**config.mk**
```make
export PLATFORM = sky130hd
export DESIGN_NAME = route_compute_unit
export DESIGN_NICKNAME = d
export VERILOG_FILES = /design/src/rtl/noc_route_pkg.sv /design/src/rtl/dor_route_calc.sv /design/src/rtl/route_compute_unit.sv
export SDC_FILE = /design/constraint.sdc
export NUM_CORES = 1
export LEC_CHECK = 0
export CORE_MARGIN = 4
export CORE_UTILIZATION = 36
export CTS_CLUSTER_SIZE = 20
export DETAILED_ROUTE_END_ITERATION = 16
export PLACE_DENSITY = 0.7
export SLEW_MARGIN = 20
export SYNTH_ARGS = -nofsm -noshare
export SYNTH_HDL_FRONTEND = slang
export SYNTH_HIERARCHICAL = 1
export SYNTH_SLANG_ARGS = --single-unit
```
**constraint.sdc**
```tcl
create_clock -name clk -period 1.7 [get_ports clk]
set_clock_uncertainty 0.1 [all_clocks]
set_input_delay 0.34 -clock clk [delete_from_list [all_inputs] [get_ports clk]]
set_output_delay 0.34 -clock clk [all_outputs]
set_load 0.05 [all_outputs]
```
**src/rtl/noc_route_pkg.sv**
```systemverilog
// Shared encodings for the mesh route-compute slice: output ports, flit types,
// routing modes and the per-VC packet state.
package noc_route_pkg;

  typedef enum logic [2:0] {
    PORT_LOCAL = 3'd0,
    PORT_EAST  = 3'd1,
    PORT_NORTH = 3'd2,
    PORT_WEST  = 3'd3,
    PORT_SOUTH = 3'd4
  } port_e;

  typedef enum logic [1:0] {
    FT_BODY   = 2'b00,
    FT_HEAD   = 2'b01,
    FT_TAIL   = 2'b10,
    FT_SINGLE = 2'b11
  } flit_type_e;

  localparam int unsigned ROUTE_XY = 0;
  localparam int unsigned ROUTE_YX = 1;

  typedef enum logic {
    VC_IDLE = 1'b0,
    VC_BUSY = 1'b1
  } vc_state_e;

endpackage

```
**src/rtl/dor_route_calc.sv**
```systemverilog
// Combinational dimension-order route decision for one destination.
// Out-of-mesh destinations are steered to the local port and flagged.
module dor_route_calc
  import noc_route_pkg::*;
#(
  parameter int unsigned DIM_X       = 4,
  parameter int unsigned DIM_Y       = 4,
  parameter int unsigned COORD_WIDTH = 4
) (
  input  logic [COORD_WIDTH-1:0] dx_i,
  input  logic [COORD_WIDTH-1:0] dy_i,
  input  logic [COORD_WIDTH-1:0] x_i,
  input  logic [COORD_WIDTH-1:0] y_i,
  input  logic                   mode_i,
  output port_e                  request_o,
  output logic                   dest_err_o
);

  // One extra bit so a mesh dimension of 2**COORD_WIDTH still compares correctly.
  localparam logic [COORD_WIDTH:0] DIM_X_C = (COORD_WIDTH + 1)'(DIM_X);
  localparam logic [COORD_WIDTH:0] DIM_Y_C = (COORD_WIDTH + 1)'(DIM_Y);

  port_e x_port;
  port_e y_port;

  always_comb begin
    dest_err_o = ({1'b0, dx_i} >= DIM_X_C) || ({1'b0, dy_i} >= DIM_Y_C);

    x_port = PORT_LOCAL;
    if (dx_i > x_i)      x_port = PORT_EAST;
    else if (dx_i < x_i) x_port = PORT_WEST;

    y_port = PORT_LOCAL;
    if (dy_i > y_i)      y_port = PORT_NORTH;
    else if (dy_i < y_i) y_port = PORT_SOUTH;

    if (dest_err_o)  request_o = PORT_LOCAL;
    else if (!mode_i) request_o = (x_port != PORT_LOCAL) ? x_port : y_port;
    else              request_o = (y_port != PORT_LOCAL) ? y_port : x_port;
  end

endmodule

```
**src/rtl/route_compute_unit.sv**
```systemverilog
// Route computation for one mesh router input port: decodes head flits, keeps
// the route per VC for body/tail flits, and presents results through a 1-deep stage.
module route_compute_unit
  import noc_route_pkg::*;
#(
  parameter int unsigned DIM_X         = 4,
  parameter int unsigned DIM_Y         = 4,
  parameter int unsigned INDEX         = 5,
  parameter int unsigned DATA_WIDTH    = 8,
  parameter int unsigned PhitPerFlit   = 2,
  parameter int unsigned VC            = 4,
  parameter int unsigned COORD_WIDTH   = 4,
  parameter int unsigned REQUEST_WIDTH = 3,
  parameter int unsigned ROUTING_MODE  = 0,
  localparam int unsigned FLIT_W       = DATA_WIDTH * PhitPerFlit,
  localparam int unsigned VCW          = (VC > 1) ? $clog2(VC) : 1
) (
  input  logic                     clk,
  input  logic                     rst,
  input  logic [FLIT_W-1:0]        in_flit,
  input  logic [VCW-1:0]           in_vc,
  input  logic                     in_valid,
  output logic                     in_ready,
  output logic [FLIT_W-1:0]        out_flit,
  output logic [VCW-1:0]           out_vc,
  output logic [REQUEST_WIDTH-1:0] out_request,
  output logic                     out_valid,
  input  logic                     out_ready,
  output logic                     err_protocol,
  output logic                     err_dest
);

  localparam int unsigned X_POS = INDEX % DIM_X;
  localparam int unsigned Y_POS = INDEX / DIM_X;
  localparam logic [COORD_WIDTH-1:0] X_C = COORD_WIDTH'(X_POS);
  localparam logic [COORD_WIDTH-1:0] Y_C = COORD_WIDTH'(Y_POS);

  vc_state_e vc_state_q [VC];
  port_e     vc_route_q [VC];

  logic [FLIT_W-1:0] out_flit_q;
  logic [VCW-1:0]    out_vc_q;
  port_e             out_request_q;
  logic              out_valid_q;
  logic              err_protocol_q;
  logic              err_dest_q;

  flit_type_e ftype;
  port_e      calc_req;
  logic       calc_err;
  logic       transfer;
  port_e      req_d;
  logic       proto_err_d;
  logic       dest_err_d;

  dor_route_calc #(
    .DIM_X      (DIM_X),
    .DIM_Y      (DIM_Y),
    .COORD_WIDTH(COORD_WIDTH)
  ) u_calc (
    .dx_i      (in_flit[2*COORD_WIDTH-1:COORD_WIDTH]),
    .dy_i      (in_flit[COORD_WIDTH-1:0]),
    .x_i       (X_C),
    .y_i       (Y_C),
    .mode_i    (ROUTING_MODE == ROUTE_YX),
    .request_o (calc_req),
    .dest_err_o(calc_err)
  );

  assign ftype    = flit_type_e'(in_flit[FLIT_W-1:FLIT_W-2]);
  assign in_ready = !out_valid_q || out_ready;
  assign transfer = in_valid && in_ready;

  // Protocol violations still forward the flit; only the request is affected.
  always_comb begin
    req_d       = PORT_LOCAL;
    proto_err_d = 1'b0;
    dest_err_d  = 1'b0;
    unique case (ftype)
      FT_HEAD: begin
        req_d       = calc_req;
        dest_err_d  = calc_err;
        proto_err_d = (vc_state_q[in_vc] == VC_BUSY);
      end
      FT_SINGLE: begin
        req_d      = calc_req;
        dest_err_d = calc_err;
      end
      default: begin
        if (vc_state_q[in_vc] == VC_BUSY) req_d = vc_route_q[in_vc];
        else                              proto_err_d = 1'b1;
      end
    endcase
  end

  always_ff @(posedge clk or negedge rst) begin
    if (!rst) begin
      out_valid_q    <= 1'b0;
      out_flit_q     <= '0;
      out_vc_q       <= '0;
      out_request_q  <= PORT_LOCAL;
      err_protocol_q <= 1'b0;
      err_dest_q     <= 1'b0;
      for (int unsigned i = 0; i < VC; i++) begin
        vc_state_q[i] <= VC_IDLE;
        vc_route_q[i] <= PORT_LOCAL;
      end
    end else if (transfer) begin
      out_valid_q   <= 1'b1;
      out_flit_q    <= in_flit;
      out_vc_q      <= in_vc;
      out_request_q <= req_d;
      if (proto_err_d) err_protocol_q <= 1'b1;
      if (dest_err_d)  err_dest_q     <= 1'b1;
      if (ftype == FT_HEAD) begin
        vc_state_q[in_vc] <= VC_BUSY;
        vc_route_q[in_vc] <= calc_req;
      end else if (ftype == FT_TAIL) begin
        vc_state_q[in_vc] <= VC_IDLE;
      end
    end else if (out_ready) begin
      out_valid_q <= 1'b0;
    end
  end

  assign out_flit     = out_flit_q;
  assign out_vc       = out_vc_q;
  assign out_request  = REQUEST_WIDTH'(out_request_q);
  assign out_valid    = out_valid_q;
  assign err_protocol = err_protocol_q;
  assign err_dest     = err_dest_q;

endmodule

```
# == Word-level counts from Yosys, hierarchy flattened ==
# Cells that the tools add are included.
# totals
out_inout_bits,25
latchBits,0
memories,0
rom_bits,0
ram_bits,0
ff_bits,40
# classes
magnitude_cmp,8
n_reduce_logical,13
n_mul,0
n_eq_ne,3
mux,26
div,0
n_bitwise,4
add_sub_neg,0
shift,0
# ops
cell,n
two-way mux 3 bit,10
bitwise mux 12 bit,1
">= comparator 4 x 3 -> 1 bit, second input constant",2
"> comparator 4 x 1 -> 1 bit, second input constant",2
"less-than comparator 4 x 1 -> 1 bit, second input constant",2
two-way mux 4 bit,2
AND reduction 2 bit,4
two-way mux 1 bit,7
binary-select mux 3 bit (select 2 bit),1
demux 3 bit (select 2 bit),1
AND 4 bit,1
"equality test 2 bit, second input constant",2
NOT 4 bit,1
OR 4 bit,1
nonzero test 2 bit,2
">= comparator 3 bit, second input constant",1
"less-than comparator 3 x 1 -> 1 bit, second input constant",1
NOT 2 -> 3 bit,1
nonzero test 3 bit,1
binary-select mux 1 bit (select 2 bit),1
demux 1 bit (select 2 bit),1
"equality test 2 x 1 -> 1 bit, second input constant",1
logical AND 1 bit,2
logical OR 1 bit,2
4 further kinds,4

# == Depth between registers and ports, before layout ==
# depth
word_depth,9
mapped_depth,8

# == Hierarchy ==
# Netlist, hierarchy kept.
# by_module_without_submodules
mod,seq_area_each_um2,area_each_um2,cells_per_inst,instances
route_compute_unit,1001.0,1808.0,124,1
dor_route_calc,0.0,279.0,39,1

# == Worst setup path after synthesis ==
# Ideal clock, no wire load.
# synth_path
kind,register -> register
startpoint,"register out_valid_q, in the netlist out_valid"
endpoint,"register out_flit_q[15], in the netlist out_flit[15]"
n_path_buf,1
synth_period_minus_slack_ns,1.933
t_arrival_ns,1.708
stages_incl_launch_ff,6
slack_ns,-0.233
path_cell_list,dfrtp_1 nor2b_4 inv_2 buf_2 nand2_1 mux2_2
# synth_between
elab_chain_len,3
# synth_lines
item,line,text
start: declaration,route_compute_unit.sv:44,logic out_valid_q;
start signal: assignment,route_compute_unit.sv:98,out_valid_q <= 1'b0;
start signal: assignment,route_compute_unit.sv:109,out_valid_q <= 1'b1;
start signal: assignment,route_compute_unit.sv:122,out_valid_q <= 1'b0;
zero test 1 bit,route_compute_unit.sv:71,assign in_ready = !out_valid_q || out_ready;
logical OR 1 bit,route_compute_unit.sv:71,
via in_ready,route_compute_unit.sv:23,"output logic in_ready,"
logical AND 1 bit,route_compute_unit.sv:72,assign transfer = in_valid && in_ready;
end signal: assignment,route_compute_unit.sv:110,out_flit_q <= in_flit;
end: declaration,route_compute_unit.sv:41,logic [FLIT_W-1:0] out_flit_q;
# The timed path passes the listed nets, and every way through them passes these cells.
# A chain may end at the register's enable or synchronous reset.

# == Worst setup path after layout ==
# layout_path
startpoint,"register out_valid_q, in the netlist out_valid"
endpoint,register vc_route_q[5] in the netlist's numbering
# layout_between
elab_chain_len,4
# layout_lines
item,line,text
zero test 1 bit,route_compute_unit.sv:71,
logical OR 1 bit,route_compute_unit.sv:71,
logical AND 1 bit,route_compute_unit.sv:72,
AND reduction 2 bit (no line),-,
end signal: indexed assignment,route_compute_unit.sv:117,vc_route_q[in_vc] <= calc_req;
end: declaration,route_compute_unit.sv:39,port_e vc_route_q [VC];
# Every way passes these cells.

==> key figures <==
Routing
  – DRT Wirelength: 4880 um
  – Drt drc: 0
  – DR vias: ~1600
  – Iter 0 DRT Violations: 42
  – Wirelength per Cell: 14.9 um
  – Vias per Instance: between 4 and 5
  – Final ANT Viol Nets: 0
  – DR pass1 iterations: 4

Critical path
  – Crit path launch type: flip-flop
  – Top delay family on crit path: flip-flops
  – CP max-delay cell: dfrtp_2
  – CP max stage delay: around 0.4 ns
  – CP Max Fanout: 4
  – Worst-path cell chain: nor2b_4, buf_4, nor4b_2, buf_4, mux2_2
  – WS Path Type: reg2reg
  – WP buf/inv: 2
  – CP most frequent cell: buf_4
  – Critical path required time: ~1.8 ns
  – Nature of the critical path endpoint: flip-flop
  – CP arrival: between 1.5 and 2 ns

Synthesis
  – Post-synth top area share: between 40% and 50%
  – Mapped cell area: 2090 um^2
  – Most frequent cell after synthesis: dfrtp_1
  – Dominant cells by area after synthesis: dfrtp_1 48%, mux2_2 15%, ha_1 6.0%
  – Mean area per synthesized cell: between 10 and 15 um^2
  – Count of flip-flops with a built-in enable after synthesis: 0
  – Post-synthesis sequential area ratio: between 40% and 50%
  – Ys async rst share: between 90% and 100%
  – Yosys warning total: 6
  – Cell variety after synth: 32
  – Synth cell count leaders: 40 x dfrtp_1, 27 x mux2_2, 10 x ha_1, 10 x inv_1
  – Synthesized netlist cell count: 163
  – Synthesized flop and latch total: 40
  – Cell taking the most area after synthesis: dfrtp_1
  – Ys flop type: dfrtp_1

Die
  – Die width: roughly 84 um
  – Initial Utilization: between 30% and 40%
  – Chip Height: roughly 84 um
  – Placement Rows: 27
  – Area of the die: 7080 um^2
  – Core area: 5570 um^2
  – I/O pin cnt: 47

Power
  – Pleak: about 1.5 nW
  – Maximum vdd drop: between 0.0003 and 0.0004 V
  – Power Density: roughly 840 nW/um^2

Clock network
  – CTS Buf Count: 5
  – H-tree levels: 2
  – Clock buffer depth: 2
  – Root buf cell: clkbuf_8
  – Clk pin slew, worst setup/hold paths: roughly 0.07 ns
  – CTS sink count: 40
  – Clk_lat worst skew: between 0.2 and 0.3 ns
  – CTS tree: built

Global route
  – Global-route wire length before repair: ~8100 um
  – Largest net degree at the start of global routing: 20
  – Vias in the first global route: between 1500 and 2000
  – Gr usage total: 14.5%
  – Initial antenna violation count: 0
  – Overflow after GRT: 0

Run
  – Max cap viols: 0

Placed design
  – DP Area: roughly 2900 um^2
  – IO buf count: 46
  – GP Congestion: roughly 0.76
  – DPL Wire Length: ~3500 um

Layout
  – Final nets: about 290
  – Area grow syn2layout: 54.3%
  – Layout cells sized above 1: 55.7%
  – Antenna cells: 0
  – Final design utilization: between 50% and 60%
  – Fin area: about 3200 um^2
  – Fill cell count: around 460

Status
  – Status: completed

Timing
  – Final-report hold violation count: 0
  – Final setup violation count: 0
  – Minimum clock period: between 1.5 and 2 ns
  – Final worst-path cycle share: 98.0%
  – Max Clk Rate: about 600 MHz
  – Slew Limit Fails: 0

Worst hold path
  – HP Class: in2reg
==> worst reg2reg max path, delay by kind of cell (launching register included) <==
kind | cells | cell delay, ns
flops | 1 | 0.40
simple gates | 2 | 0.39
buf+inv | 2 | 0.33
mux | 1 | 0.34
==> layer usage <==
| metal | share of wire [%] | wire length (um) | track usage (%) | up-vias |
|---|---|---|---|---|
| li1 | - | - | - | 756 |
| met1 | 43 | 2090 | 17.5 | 769 |
| met2 | 51 | 2520 | 25.3 | 34 |
| met3 | 4.3 | 211 | 3.73 | 4 |
| met4 | 1.4 | 66 | 4.82 | 0 |
| met5 | 0 | 0 | 0 | - |
==> registers in the layout, summed over array words and instances, names as in the netlist, named ones only <==
signal        cells
out_vc            2
vc_route_q       12
err_dest          1
out_request       3
out_flit         16
out_valid         1
err_protocol      1
==> cell families after synthesis <==
kind of cell,Yosys count,synth area share [%]
buf+inv,19,4.32
flops,40,48.0
simple gates,33,11.2
mux,39,24.4
other cells,2,0.360
fa+ha+maj,10,6.00
compound gates,20,5.76
==> layout by cell type, fill, tap and decap left out, drive strengths merged <==
master | Yosys | layout
a21oi | 7 | 7
clkbuf | 1 | 11
conb | 2 | 12
nand3 | 4 | 4
nor4b | 2 | 2
buf | 6 | 60
nor2b | 4 | 4
clkinvlp | 0 | 1
o221a | 1 | 1
mux4 | 4 | 4
mux2i | 1 | 1
ha | 10 | 10
nor3 | 2 | 2
nand4b | 2 | 2
dlygate4sd2 | 0 | 9
nand2 | 4 | 4
nand4 | 4 | 4
o21bai | 2 | 2
o211a | 1 | 1
inv | 12 | 12
and2 | 1 | 1
nor4 | 3 | 3
mux2 | 34 | 34
dlymetal6s2s | 0 | 1
nand2b | 2 | 2
clkdlybuf4s50 | 0 | 6
nor2 | 5 | 5
o21ai | 6 | 6
a31oi | 3 | 3
dlygate4sd3 | 0 | 1
dfrtp | 40 | 40
==> where the power goes <==
part | switching, mW | internal (mW)
registers | 0.0611 | 1.05
clock network | 0.314 | 0.329
logic | 0.522 | 0.421
total | 0.897 | 1.80
==> per-stage QoR <==
stage          std cells  power, mW  setup slack [ns]  setup TNS, ns  hold slack (ns)
4_1_cts              324       2.69          0.000645              0            0.327
6_report             327       2.70            0.0339              0            0.212
2_1_floorplan        173       1.64          -0.00884        -0.0619          -0.0556
3_5_place_dp         311       1.99            -0.596         -14.09            0.210
3_3_place_gp         311       1.97            -0.542         -13.34            0.206
5_1_grt              327       2.83           -0.0158        -0.0158            0.207
==> final timing paths <==
| check | slack [ns] | cells past startpoint | start | end |
|---|---|---|---|---|
| worst max-delay path | 0.03 | 5 | out_valid$_DFFE_PN0P_ | vc_route_q[5]$_DFFE_PN0P_ |
| worst min-delay path | 0.21 | 2 | in_flit[4] | out_flit[4]$_DFFE_PN0P_ |
| worst max register to register | 0.03 | 5 | out_valid$_DFFE_PN0P_ | vc_route_q[5]$_DFFE_PN0P_ |
| worst min register to register | 0.41 | 1 | flip-flop | flip-flop |
| max in group asynchronous | 0.53 | 3 | rst | async pin |
| min in group asynchronous | 0.42 | 2 | rst | vc_route_q[5]$_DFFE_PN0P_ |
==> what timing repair did <==
action	4_1_cts	5_1_grt
resized for setup	43	17
pin swaps	18	8
hold buffers	1	0
hold endpoints to repair	17	0
setup buffers	4	3
endpoints found under the setup margin	17	24
==> area by class of cell <==
cell class,instances,area [um^2],area share [%]
inverter,12,47.5,1.48
multi-input combinational,114,1240,38.4
sequential,40,1000,31.1
clock inverter,1,7.51,0.233
tap,72,90.1,2.80
clock buffer,7,86.3,2.68
timing repair buffer,81,749,23.3
Power figures use the tool's default switching activity.
